==> config.mk <==
export PLATFORM = sky130hd
export DESIGN_NAME = freq_meter
export DESIGN_NICKNAME = d
export VERILOG_FILES = /design/src/rtl/freq_meter_pkg.sv /design/src/rtl/sync_edge_det.sv /design/src/rtl/freq_meter.sv
export SDC_FILE = /design/constraint.sdc
export NUM_CORES = 1
export LEC_CHECK = 0
export ABC_AREA = 1
export CORE_MARGIN = 4
export CORE_UTILIZATION = 45
export CTS_CLUSTER_DIAMETER = 100
export DETAILED_ROUTE_END_ITERATION = 8
export HOLD_SLACK_MARGIN = 0.12
export PLACE_DENSITY = 0.66
export SYNTH_ARGS = -nofsm -noshare
export SYNTH_HDL_FRONTEND = slang
export SYNTH_SLANG_ARGS = --single-unit
==> constraint.sdc <==
create_clock -name clk -period 2.2 [get_ports clk]
set_input_delay 0.55 -clock clk [delete_from_list [all_inputs] [get_ports clk]]
set_output_delay 0.55 -clock clk [all_outputs]
set_load 0.05 [all_outputs]
==> src/rtl/freq_meter_pkg.sv <==
// Shared types and helpers for the frequency meter: FSM state encoding,
// flush length and a saturating increment.
package freq_meter_pkg;

   typedef enum logic [1:0] {
      IDLE  = 2'd0,
      FLUSH = 2'd1,
      RUN   = 2'd2
   } state_e;

   localparam int FLUSH_CYCLES = 3;
   localparam int SAT_W        = 32;

   // Callers zero-extend into SAT_W and cast the result back to their own width.
   function automatic logic [SAT_W-1:0] sat_inc(input logic [SAT_W-1:0] val,
                                                input logic [SAT_W-1:0] max_val,
                                                input logic             inc);
      return (inc && (val != max_val)) ? val + 32'd1 : val;
   endfunction

endpackage

==> src/rtl/sync_edge_det.sv <==
// Two-flop synchronizer plus history flop; emits a one-cycle pulse on each
// rising edge of an asynchronous input.
module sync_edge_det (
   input  logic clk,
   input  logic rst_n,
   input  logic sig_i,
   output logic edge_o
);

   logic sync1_q, sync2_q, prev_q;

   // NOTE: sequential state uses non-blocking assignments so all three flops sample the pre-edge values.
   always_ff @(posedge clk or negedge rst_n) begin
      if (!rst_n) begin
         sync1_q <= 1'b0;
         sync2_q <= 1'b0;
         prev_q  <= 1'b0;
      end else begin
         sync1_q <= sig_i;
         sync2_q <= sync1_q;
         prev_q  <= sync2_q;
      end
   end

   assign edge_o = sync2_q & ~prev_q;

endmodule

==> src/rtl/freq_meter.sv <==
// Gated frequency counter: counts sig_in rising edges over OSC_F/GATE_HZ clocks.
// Define FREQ_METER_AVG_EN to report the mean of the last two windows.
module freq_meter
   import freq_meter_pkg::*;
#(
   parameter int OSC_F     = 24_000_000,
   parameter int GATE_HZ   = 1,
   parameter int CNT_WIDTH = 24
) (
   input  logic                 clk,
   input  logic                 rst_n,
   input  logic                 enable,
   input  logic                 sig_in,
   output logic [CNT_WIDTH-1:0] freq,
   output logic                 freq_valid,
   output logic                 overflow
);

   localparam int GATE_CYCLES = OSC_F / GATE_HZ;
   localparam int GATE_WIDTH  = $clog2(GATE_CYCLES);

   localparam logic [GATE_WIDTH-1:0] GATE_LAST  = GATE_WIDTH'(GATE_CYCLES - 1);
   localparam logic [GATE_WIDTH-1:0] FLUSH_LAST = GATE_WIDTH'(FLUSH_CYCLES - 1);
   localparam logic [GATE_WIDTH-1:0] GATE_ONE   = GATE_WIDTH'(1);
   localparam logic [CNT_WIDTH-1:0]  CNT_MAX    = '1;

   state_e                 state_q, state_d;
   logic [GATE_WIDTH-1:0]  gate_ctr_q, gate_ctr_d;
   logic [CNT_WIDTH-1:0]   edge_cnt_q, edge_cnt_d;
   logic                   ovf_w_q, ovf_w_d;
   logic [CNT_WIDTH-1:0]   freq_q, freq_d;
   logic                   overflow_q, overflow_d;
   logic                   freq_valid_q, freq_valid_d;

   logic                   edge_now;
   logic                   terminal;
   logic [CNT_WIDTH-1:0]   win_cnt;
   logic                   win_ovf;

`ifdef FREQ_METER_AVG_EN
   logic [CNT_WIDTH-1:0]   hist_q, hist_d;
   logic                   hist_ovf_q, hist_ovf_d;
   logic                   hist_vld_q, hist_vld_d;
   logic [CNT_WIDTH-1:0]   avg_cnt;
`endif

   sync_edge_det u_sync (
      .clk    (clk),
      .rst_n  (rst_n),
      .sig_i  (sig_in),
      .edge_o (edge_now)
   );

   // Count including this cycle's edge, so a terminal-cycle edge closes with its window.
   assign terminal = (state_q == RUN) && (gate_ctr_q == GATE_LAST);
   assign win_cnt  = CNT_WIDTH'(sat_inc(SAT_W'(edge_cnt_q), SAT_W'(CNT_MAX), edge_now));
   assign win_ovf  = ovf_w_q | (edge_now & (edge_cnt_q == CNT_MAX));

`ifdef FREQ_METER_AVG_EN
   assign avg_cnt = CNT_WIDTH'(({1'b0, win_cnt} + {1'b0, hist_q}) >> 1);
`endif

   always_ff @(posedge clk or negedge rst_n) begin
      if (!rst_n) state_q <= IDLE;
      else        state_q <= state_d;
   end

   always_comb begin
      state_d = state_q;
      case (state_q)
         IDLE:    if (enable) state_d = FLUSH;
         FLUSH:   if (!enable) state_d = IDLE;
                  else if (gate_ctr_q == FLUSH_LAST) state_d = RUN;
         RUN:     if (!enable) state_d = IDLE;
         default: state_d = IDLE;
      endcase
   end

   always_comb begin
      // NOTE: every _d starts from its _q so no branch leaves one unassigned, which would infer a latch.
      gate_ctr_d   = gate_ctr_q;
      edge_cnt_d   = edge_cnt_q;
      ovf_w_d      = ovf_w_q;
      freq_d       = freq_q;
      overflow_d   = overflow_q;
      freq_valid_d = 1'b0;
`ifdef FREQ_METER_AVG_EN
      hist_d       = hist_q;
      hist_ovf_d   = hist_ovf_q;
      hist_vld_d   = hist_vld_q;
`endif
      case (state_q)
         FLUSH: begin
            gate_ctr_d = (!enable || gate_ctr_q == FLUSH_LAST) ? '0 : gate_ctr_q + GATE_ONE;
         end
         RUN: begin
            if (terminal) begin
`ifdef FREQ_METER_AVG_EN
               freq_d     = hist_vld_q ? avg_cnt : win_cnt;
               overflow_d = win_ovf | (hist_vld_q & hist_ovf_q);
               hist_d     = win_cnt;
               hist_ovf_d = win_ovf;
               hist_vld_d = 1'b1;
`else
               freq_d     = win_cnt;
               overflow_d = win_ovf;
`endif
               freq_valid_d = 1'b1;
               gate_ctr_d   = '0;
               edge_cnt_d   = '0;
               ovf_w_d      = 1'b0;
            end else if (!enable) begin
               gate_ctr_d = '0;
               edge_cnt_d = '0;
               ovf_w_d    = 1'b0;
            end else begin
               gate_ctr_d = gate_ctr_q + GATE_ONE;
               edge_cnt_d = win_cnt;
               ovf_w_d    = win_ovf;
            end
         end
         default: begin
            // IDLE: hold the window empty; any averaging history is stale after a pause.
            gate_ctr_d = '0;
            edge_cnt_d = '0;
            ovf_w_d    = 1'b0;
`ifdef FREQ_METER_AVG_EN
            hist_vld_d = 1'b0;
`endif
         end
      endcase
   end

   always_ff @(posedge clk or negedge rst_n) begin
      if (!rst_n) begin
         gate_ctr_q   <= '0;
         edge_cnt_q   <= '0;
         ovf_w_q      <= 1'b0;
         freq_q       <= '0;
         overflow_q   <= 1'b0;
         freq_valid_q <= 1'b0;
`ifdef FREQ_METER_AVG_EN
         hist_q       <= '0;
         hist_ovf_q   <= 1'b0;
         hist_vld_q   <= 1'b0;
`endif
      end else begin
         gate_ctr_q   <= gate_ctr_d;
         edge_cnt_q   <= edge_cnt_d;
         ovf_w_q      <= ovf_w_d;
         freq_q       <= freq_d;
         overflow_q   <= overflow_d;
         freq_valid_q <= freq_valid_d;
`ifdef FREQ_METER_AVG_EN
         hist_q       <= hist_d;
         hist_ovf_q   <= hist_ovf_d;
         hist_vld_q   <= hist_vld_d;
`endif
      end
   end

   assign freq       = freq_q;
   assign freq_valid = freq_valid_q;
   assign overflow   = overflow_q;

endmodule
# After elaboration in Yosys (flattened, before gate mapping)

Index checks and enable logic that the tools add are counted.

Flip-flop bits (word level): 81
Output and inout port bits: 26

Add/subtract/negate cells: 2
Eq/ne operators: 9
Muxes and demuxes: 18
Bitwise logic cells: 4
Reductions and logical operators: 7

Operator list:

| cell                  | count |
|---|---|
| $mux 25               | 3 |
| $mux 24               | 3 |
| $pmux 25 s2           | 1 |
| $pmux 24 s2           | 1 |
| $add 25x1->25 const B | 1 |
| $eq 25x2->1 const B   | 1 |
| $eq 25x25->1 const B  | 1 |
| $add 24x1->24 const B | 1 |
| $eq 24x24->1 const B  | 1 |
| $ne 24x24->1 const B  | 1 |
| $mux 2                | 4 |
| $pmux 2 s3            | 1 |
| $mux 1                | 4 |
| $ne 2x2->1 const B    | 2 |
| $ne 3x3->1 const B    | 1 |
| $reduce_and 3->1      | 1 |
| $and 1x1->1           | 2 |
| $eq 2x1->1 const B    | 1 |
| $eq 2x2->1 const B    | 1 |
| $logic_and 1x1->1     | 2 |
| $logic_not 2->1       | 1 |
| $pmux 1 s2            | 1 |
| $reduce_and 2->1      | 1 |
| $logic_not 1->1       | 1 |
| other kinds (3)       | 3 |

# Longest topological paths before layout

Gate-level depths: netlist of the first run.

Word-level depth: 7
Mapped depth: 12
Gate-level depth less buffers: 12

# Modules after synthesis

A second synthesis of the first run with hierarchy kept.

Cell total of the unflattened synthesis: 642
Area total of the unflattened synthesis: 4660.7 sq um

Modules (own cells, without submodules):

| module        | instances | cells an instance | area each (sq um) |
|---|---|---|---|
| freq_meter    | 1         | 637               | 4575.6 |
| sync_edge_det | 1         | 5                 | 85.1 |

# Least setup slack after synthesis of the first run

Ideal clock, no wire load.

Kind: register -> register
Start: reg gate_ctr_q[0]
End: reg freq_q[11], in the netlist freq[11]
Arrival: 1559 ps
Setup slack: 523 ps
Stages on the path, launching flop included: 13
Path buffers: 2
Period minus slack after synthesis: 1677 ps
Cell sequence: dfrtp_1 ha_1 nand2_2 nor2_4 nand2_2 nor2_2 nand2_2 nor2_4 inv_2 buf_6 buf_6 nand2_1 nand2_1

Longest elaborated chain between the ends: 3

Ends and longest elaborated chain:

| item                       | line              | RTL |
|---|---|---|
| start, declared            | freq_meter.sv:28  | `logic [GATE_WIDTH-1:0] gate_ctr_q, gate_ctr_d;` |
| start signal, assigned     | freq_meter.sv:148 | `gate_ctr_q <= gate_ctr_d;` |
| $eq 25x25->1               | freq_meter.sv:55  | `assign terminal = (state_q == RUN) && (gate_ctr_q == GATE_LAST);` |
| $logic_and 1x1->1          | freq_meter.sv:55  |  |
| $reduce_and 2->1 (no line) | n/a               |  |
| end signal, assigned       | freq_meter.sv:151 | `freq_q <= freq_d;` |
| end, declared              | freq_meter.sv:31  | `logic [CNT_WIDTH-1:0] freq_q, freq_d;` |

Every way passes these cells.
A chain may end at the register's enable or synchronous reset.

# Worst setup path in the final report of the first run

Start: reg freq_q[8], in the netlist freq[8]
End: out freq[8]

RTL lines:

| item          | line             | RTL |
|---|---|---|
| end, declared | freq_meter.sv:14 | `output logic [CNT_WIDTH-1:0] freq,` |

No word-level cell between the ends.

==> qor.csv, run 1 <==
metric;value;unit
outcome;finished, final reports clean;
die_w;109;microns
diodes;0;
die_area;0.0119;sq mm
tightest_slew;0.564;ns
finalClockSkew;0.0148;ns
wl_per_cell;13.0;microns
synthArstFlopShare;100;%
final_area;0.00524;sq mm
place_area;0.00503;sq mm
port-buffer-count;29;
h-tree-depth;3;
clk_path_buf_depth;2;
grt_max_degree;82;
syn_avg_cell_area;7.13;sq um
nNetsFinal;685;
synth.yosys.seq_area_share;44.2;%
clockRootBuffer;clkbuf_8;
cts_sinks;81;
ctsHoldBuffers;0;
drt-vias-per-instance;4.98;
cp_data_required_time;1.65;ns
final_antenna_net_count;0;
yosysWarnings;0;
dr.pass1.iters;4;
die_h;109;microns
crit_path_max_fanout;2;
synth_nets;653;
finalHoldViolations;0;
vdd_drop_max;390;uV
setup_viol;0;
cts_setup_buffers;0;
clkLatencyLatePin;0.37;ns
synth-seq-cells;81;
overflow;0;
gp_congestion;0.923;
yosysUniqueCellTypes;28;
cp_slowest_cell;clkdlybuf4s50_1;
max_freq;0.472;GHz
start_util;46.5;%
power.density;589;mW/mm^2
drc_errors;0;
synthTopCellsByArea;dfrtp_1 44%, nand2_1 20%, nor2_1 7.3%;
critPathLaunchType;flip-flop;
setup_tns;0;ns
ios;30;
cts_made_buffers;9;
postCtsResizedCells;0;
maxCapViolations;0;
antenna_found_initial;0;
final_max_slew_viol_count;0;
core_region_area;0.00986;sq mm
clk_pin_slew_worst_paths;0.09;ns
end_kind;primary output;
crit_arrival;1.57;ns
multi_input_comb_area;0.00222;sq mm
vias;4051;
yosys.area.top_type;dfrtp_1;
wl;10.6;mm
syn_inst;643;
drive_gt1_share;6.47;%
hpwl;7.51;mm
synthFlopType;dfrtp_1;
syn_area;0.00459;sq mm
fin_crit;2.12;ns
n_fill_cell;957;
critPathTopFamily;buffers and inverters;
total_power;3.09;mW
cts_tree;done;
syn_to_final_growth;14.2;%
hp-class;input port to async pin;
drtIter0Drc;269;
seq_area;0.00203;sq mm
utilization;53.1;%
grt_setup_unrepaired;false;
synth_top_area_share;44.2;%
crit_type;flip-flop to primary output;
grt_pass1_vias;3834;
layout_setup_ws;0.0815;ns
crit_path_max_incr_delay;0.82;ns
grt_usage;19.5;%
leakage;2.39;nW
row_count;36;
dp_slack;0.248;ns
crit_buf_inv;1;
maxSlewHeadroom;62.1;%
post-route-period-util;96.3;%
synth-edff-count;0;
grt_pass1_wl;18.2;mm
crit_chain;clkdlybuf4s50_1;
==> where the power goes <==
group          internal (mW)  leakage (nW)  switching, mW
logic                  0.119          1.17          0.289
clock network          0.557        0.0985          0.584
registers               1.51          1.12         0.0228
total                   2.19          2.39          0.895
==> synth_stat cells (3+ instances only) <==
| cell | number |
|---|---|
| nand2_1 | 241 |
| nor2_1 | 89 |
| dfrtp_1 | 81 |
| inv_1 | 60 |
| nand3_1 | 56 |
| nand4_1 | 19 |
| xor2_1 | 16 |
| o21ai_0 | 15 |
| nor3_1 | 9 |
| buf_2 | 8 |
| o21ai_1 | 7 |
| ha_1 | 6 |
| nand2_2 | 6 |
| xnor2_1 | 6 |
| buf_6 | 4 |
| clkbuf_1 | 3 |
| inv_2 | 3 |
| nor2_4 | 3 |
==> layout make-up <==
type	instances	area share (%)
Clock buffer	10	2.63
Sequential cell	81	38.7
Inverter	63	4.51
Multi-Input combinational cell	483	42.4
Timing Repair Buffer	37	7.35
Tap cell	133	3.18
Clock inverter	6	1.29
==> layout by cell type (no fill, tap or decap), types with 2 or more instances in the layout <==
| cell type | count |
|---|---|
| buf_4 | 6 |
| nor2_1 | 89 |
| clkinvlp_4 | 2 |
| buf_12 | 3 |
| ha_1 | 6 |
| clkbuf_8 | 10 |
| xnor2_1 | 6 |
| nand2_4 | 2 |
| o21ai_0 | 15 |
| inv_1 | 60 |
| nor2_4 | 3 |
| nor3_1 | 9 |
| xor2_1 | 16 |
| nand3_1 | 56 |
| nand4_1 | 19 |
| clkdlybuf4s50_1 | 28 |
| nand2_1 | 241 |
| inv_2 | 3 |
| dfrtp_1 | 81 |
| clkinv_4 | 2 |
| nand2_2 | 6 |
| o21ai_1 | 7 |
==> registers in the layout, indices dropped and copies added (netlist names) <==
| name | cells |
|---|---|
| gate_ctr_q | 25 |
| edge_cnt_q | 24 |
| freq | 24 |
| state_q | 2 |
| freq_valid | 1 |
| overflow | 1 |
| ovf_w_q | 1 |
| u_sync.prev_q | 1 |
| u_sync.sync1_q | 1 |
| u_sync.sync2_q | 1 |
==> final timing paths <==
| kind | startpoint | end | slack (ns) | cells past startpoint |
|---|---|---|---|---|
| max in group asynchronous | rst_n | gate_ctr_q[19] | 1.65 | 2 |
| min in group clk | u_sync.sync1_q | u_sync.sync2_q | 0.35 | 0 |
| setup / recovery | freq[8] | freq[8] | 0.08 | 1 |
| hold reg to reg | u_sync.sync1_q | u_sync.sync2_q | 0.35 | 0 |
| hold / removal | rst_n | freq[2] | 0.20 | 2 |
| setup reg to reg | edge_cnt_q[1] | freq[1] | 0.29 | 12 |
==> metal layers <==
layer	vias up	share of wire (%)	track usage, %
met5	-	0	0
met4	0	1.5	6.22
met3	17	4.4	4.44
met2	80	45	29.5
li1	2078	-	-
met1	1876	49	27.8
==> metrics by stage <==
stage	cells	hold slack, ns
after floorplan	643	0.254
after global placement	797	0.333
after detailed placement	797	0.335
after CTS	813	0.209
after global routing	813	0.228
final	813	0.198
==> cells by family after synthesis <==
kind of cell	Yosys count	synth area share, %
AO/OA/AOI/OAI	25	2.95
buffers and inverters	79	7.42
adder cells (fa/ha/maj)	6	1.64
XOR/XNOR	22	4.20
AND/OR/NAND/NOR	430	39.6
flip-flops	81	44.2
No activity file was read; power rests on OpenSTA's default activity.
==> run 2, diff against run 1 <==
--- a/config.mk
+++ b/config.mk
@@ -6,9 +6,9 @@
 export NUM_CORES = 1
 export LEC_CHECK = 0
 export ABC_AREA = 1
+export ABC_CLOCK_PERIOD_IN_PS = 2200
 export CORE_MARGIN = 4
 export CORE_UTILIZATION = 45
-export CTS_CLUSTER_DIAMETER = 100
 export DETAILED_ROUTE_END_ITERATION = 8
 export HOLD_SLACK_MARGIN = 0.12
 export PLACE_DENSITY = 0.66
==> results of run 2 <==
Final layout, timing and power as in run 1 (identical DEF).
==> run 3, diff against run 2 <==
--- a/config.mk
+++ b/config.mk
@@ -6,12 +6,12 @@
 export NUM_CORES = 1
 export LEC_CHECK = 0
 export ABC_AREA = 1
-export ABC_CLOCK_PERIOD_IN_PS = 2200
+export ABC_CLOCK_PERIOD_IN_PS = 1900
 export CORE_MARGIN = 4
 export CORE_UTILIZATION = 45
 export DETAILED_ROUTE_END_ITERATION = 8
 export HOLD_SLACK_MARGIN = 0.12
-export PLACE_DENSITY = 0.66
+export PLACE_DENSITY = 0.69
 export SYNTH_ARGS = -nofsm -noshare
 export SYNTH_HDL_FRONTEND = slang
 export SYNTH_SLANG_ARGS = --single-unit
==> constraint.sdc (replaced) <==
create_clock -name clk -period 1.9 [get_ports clk]
set_input_delay 0.475 -clock clk [delete_from_list [all_inputs] [get_ports clk]]
set_output_delay 0.475 -clock clk [all_outputs]
set_load 0.05 [all_outputs]
==> qor.csv, run 3 (same netlist as run 1, synthesis figures left out) <==
metric;value;unit;change
post-route-period-util;92.6;%;
drt-vias-per-instance;5.03;;+0.86%
intPower;2.72;mW;+24%
finalHoldViolations;0;;unchanged
fin_crit;1.76;ns;
pwr-share-comb;13.7;%;+0.5 points
final_antenna_net_count;0;;unchanged
vias;4151;;+2.5%
port-buffer-count;29;;unchanged
drc_errors;0;;unchanged
wl;10.9;mm;+3.5%
grt_max_degree;39;;-52%
maxCapViolations;0;;unchanged
end_kind;flip-flop;;
layout_common_cells;241 x nand2_1, 88 x nor2_1, 79 x dfrtp_1;;
core_region_area;0.00986;sq mm;unchanged
largest_register_ff_count;25;;unchanged
max_freq;0.568;GHz;
crit_type;flip-flop to flip-flop;;
worstHoldPathCells;0;;
nNetsFinal;698;;+1.9%
top_register;gate_ctr_q;;
p_seq_share;47.4;%;-2.4 points
tightest_slew;0.543;ns;-0.0211 ns
hpwl;7.79;mm;+3.7%
die_w;109;microns;unchanged
die_area;0.0119;sq mm;unchanged
clkLatencyLatePin;0.36;ns;about the same
mostFrequentLayoutCell;nand2_1;;
diodes;0;;unchanged
syn_to_final_growth;16.6;%;
grt_usage;20.4;%;+0.91 points
maxSlewHeadroom;63.5;%;+1.4 points
gp_congestion;0.919;;-0.37%
n_fill_cell;959;;+0.21%
place_area;0.00506;sq mm;+0.55%
h-tree-depth;3;;unchanged
drive_gt1_share;12.4;%;+5.9 points
swShare;27.3;%;-1.7 points
outcome;finished, final reports clean;;
clk_path_buf_depth;2;;unchanged
cts_sinks;81;;unchanged
grt_pass1_vias;4135;;+7.9%
total_power;3.74;mW;+21%
hp-class;flip-flop to flip-flop;;
overflow;0;;unchanged
r2r_cells;10;;-2
antenna_found_initial;0;;unchanged
final_area;0.00535;sq mm;+2.1%
cp_data_required_time;2.19;ns;+0.54 ns
dr.pass1.iters;4;;unchanged
p_clk_share;38.9;%;+1.9 points
setup_viol;0;;unchanged
crit_path_max_fanout;10;;+8
vdd_drop_max;489;uV;+25%
clk_pin_slew_worst_paths;0.08;ns;about the same
cts_tree;done;;
crit_arrival;2.05;ns;+0.48 ns
start_util;46.5;%;unchanged
die_h;109;microns;unchanged
drtIter0Drc;250;;-7.1%
wl_per_cell;13.2;microns;+1.8%
p_switching;1.02;mW;+14%
critPathLaunchType;flip-flop;;
ios;30;;unchanged
clockRootBuffer;clkbuf_8;;
leakage;2.54;nW;+6.1%
cts_made_buffers;9;;unchanged
final_max_slew_viol_count;0;;unchanged
row_count;36;;unchanged
power.density;700;mW/mm^2;+19%
finalClockSkew;0.0131;ns;-0.00169 ns
grt_pass1_wl;19.1;mm;+5.0%
==> run 3: cell count changes in the layout (fill, tap and decap cells not counted), moves of 2 or more <==
cell,previous run,this run
clkinv_4,2,0
buf_4,6,42
dfrtp_1,81,79
dfrtp_2,0,2
clkdlybuf4s50_1,28,2
buf_12,3,5
==> run 3: cell type report <==
| cell class | instances | area [sq um] | area share [%] |
|---|---|---|---|
| clock buffers | 11 | 151 | 2.83 |
| inverters | 63 | 239 | 4.47 |
| flip-flops and latches | 81 | 2030 | 38.0 |
| repair buffers | 50 | 445 | 8.33 |
| well taps | 133 | 166 | 3.11 |
| clock inverters | 5 | 77.6 | 1.45 |
| multi-input cells | 483 | 2240 | 41.9 |
==> run 3: repair_timing <==
item / CTS / global route
setup endpoints to repair: 0 / 45
gates resized for setup: 0 / 8
buffers inserted: 0 / 3
hold buffers: 1 / 0
endpoints found under the hold margin: 36 / 0
==> run 3: power groups by stage <==
stage,registers [mW],clock network (mW),logic (mW)
finish,1.77,1.46,0.512
global route,1.78,1.58,0.583
CTS,1.77,1.49,0.513
detailed placement,1.81,0,0.509
global placement,1.81,0,0.494
floorplan,1.81,0,0.292
==> run 3: worst max-delay path, cell delays in order, from the launching register on <==
cell     delay [ns]
dfrtp_1        0.35
ha_1           0.20
nand2_2        0.09
nor2_4         0.12
nand2_2        0.12
nor2_1         0.15
nand2_1        0.07
nor2_1         0.21
buf_4          0.23
nand2_1        0.09
nand2_1        0.07
==> run 3: final timing paths <==
path / start / endpoint / slack (ns)
min reg2reg: u_sync.sync1_q / u_sync.sync2_q / 0.36
min in group asynchronous: rst_n / edge_cnt_q[13] / 0.63
max in group asynchronous: rst_n / edge_cnt_q[9] / 0.73
min: u_sync.sync1_q / u_sync.sync2_q / 0.36
max: gate_ctr_q[0] / freq[4] / 0.14
max reg2reg: gate_ctr_q[0] / freq[4] / 0.14
==> run 3: routing by layer <==
layer	GRT usage [%]	up-vias	part of all wire (%)
li1	-	2093	-
met1	27.4	1939	47
met2	32.4	97	47
met3	3.20	22	4.9
met4	9.47	0	2.0
met5	0	-	0
==> run 3: metrics by stage <==
step / setup slack (ns) / util (%) / hold slack (ns) / TNS [ns] / instances
CTS: 0.0518 / 53.7 / 0.367 / 0 / 823
global route: -0.000218 / 54.2 / 0.369 / -0.000218 / 826
detailed placement: 0.0884 / 51.3 / 0.348 / 0 / 806
finish: 0.140 / 54.2 / 0.361 / 0 / 826
global placement: 0.128 / 51.3 / 0.337 / 0 / 806
floorplan: 0.223 / - / 0.179 / 0 / 643
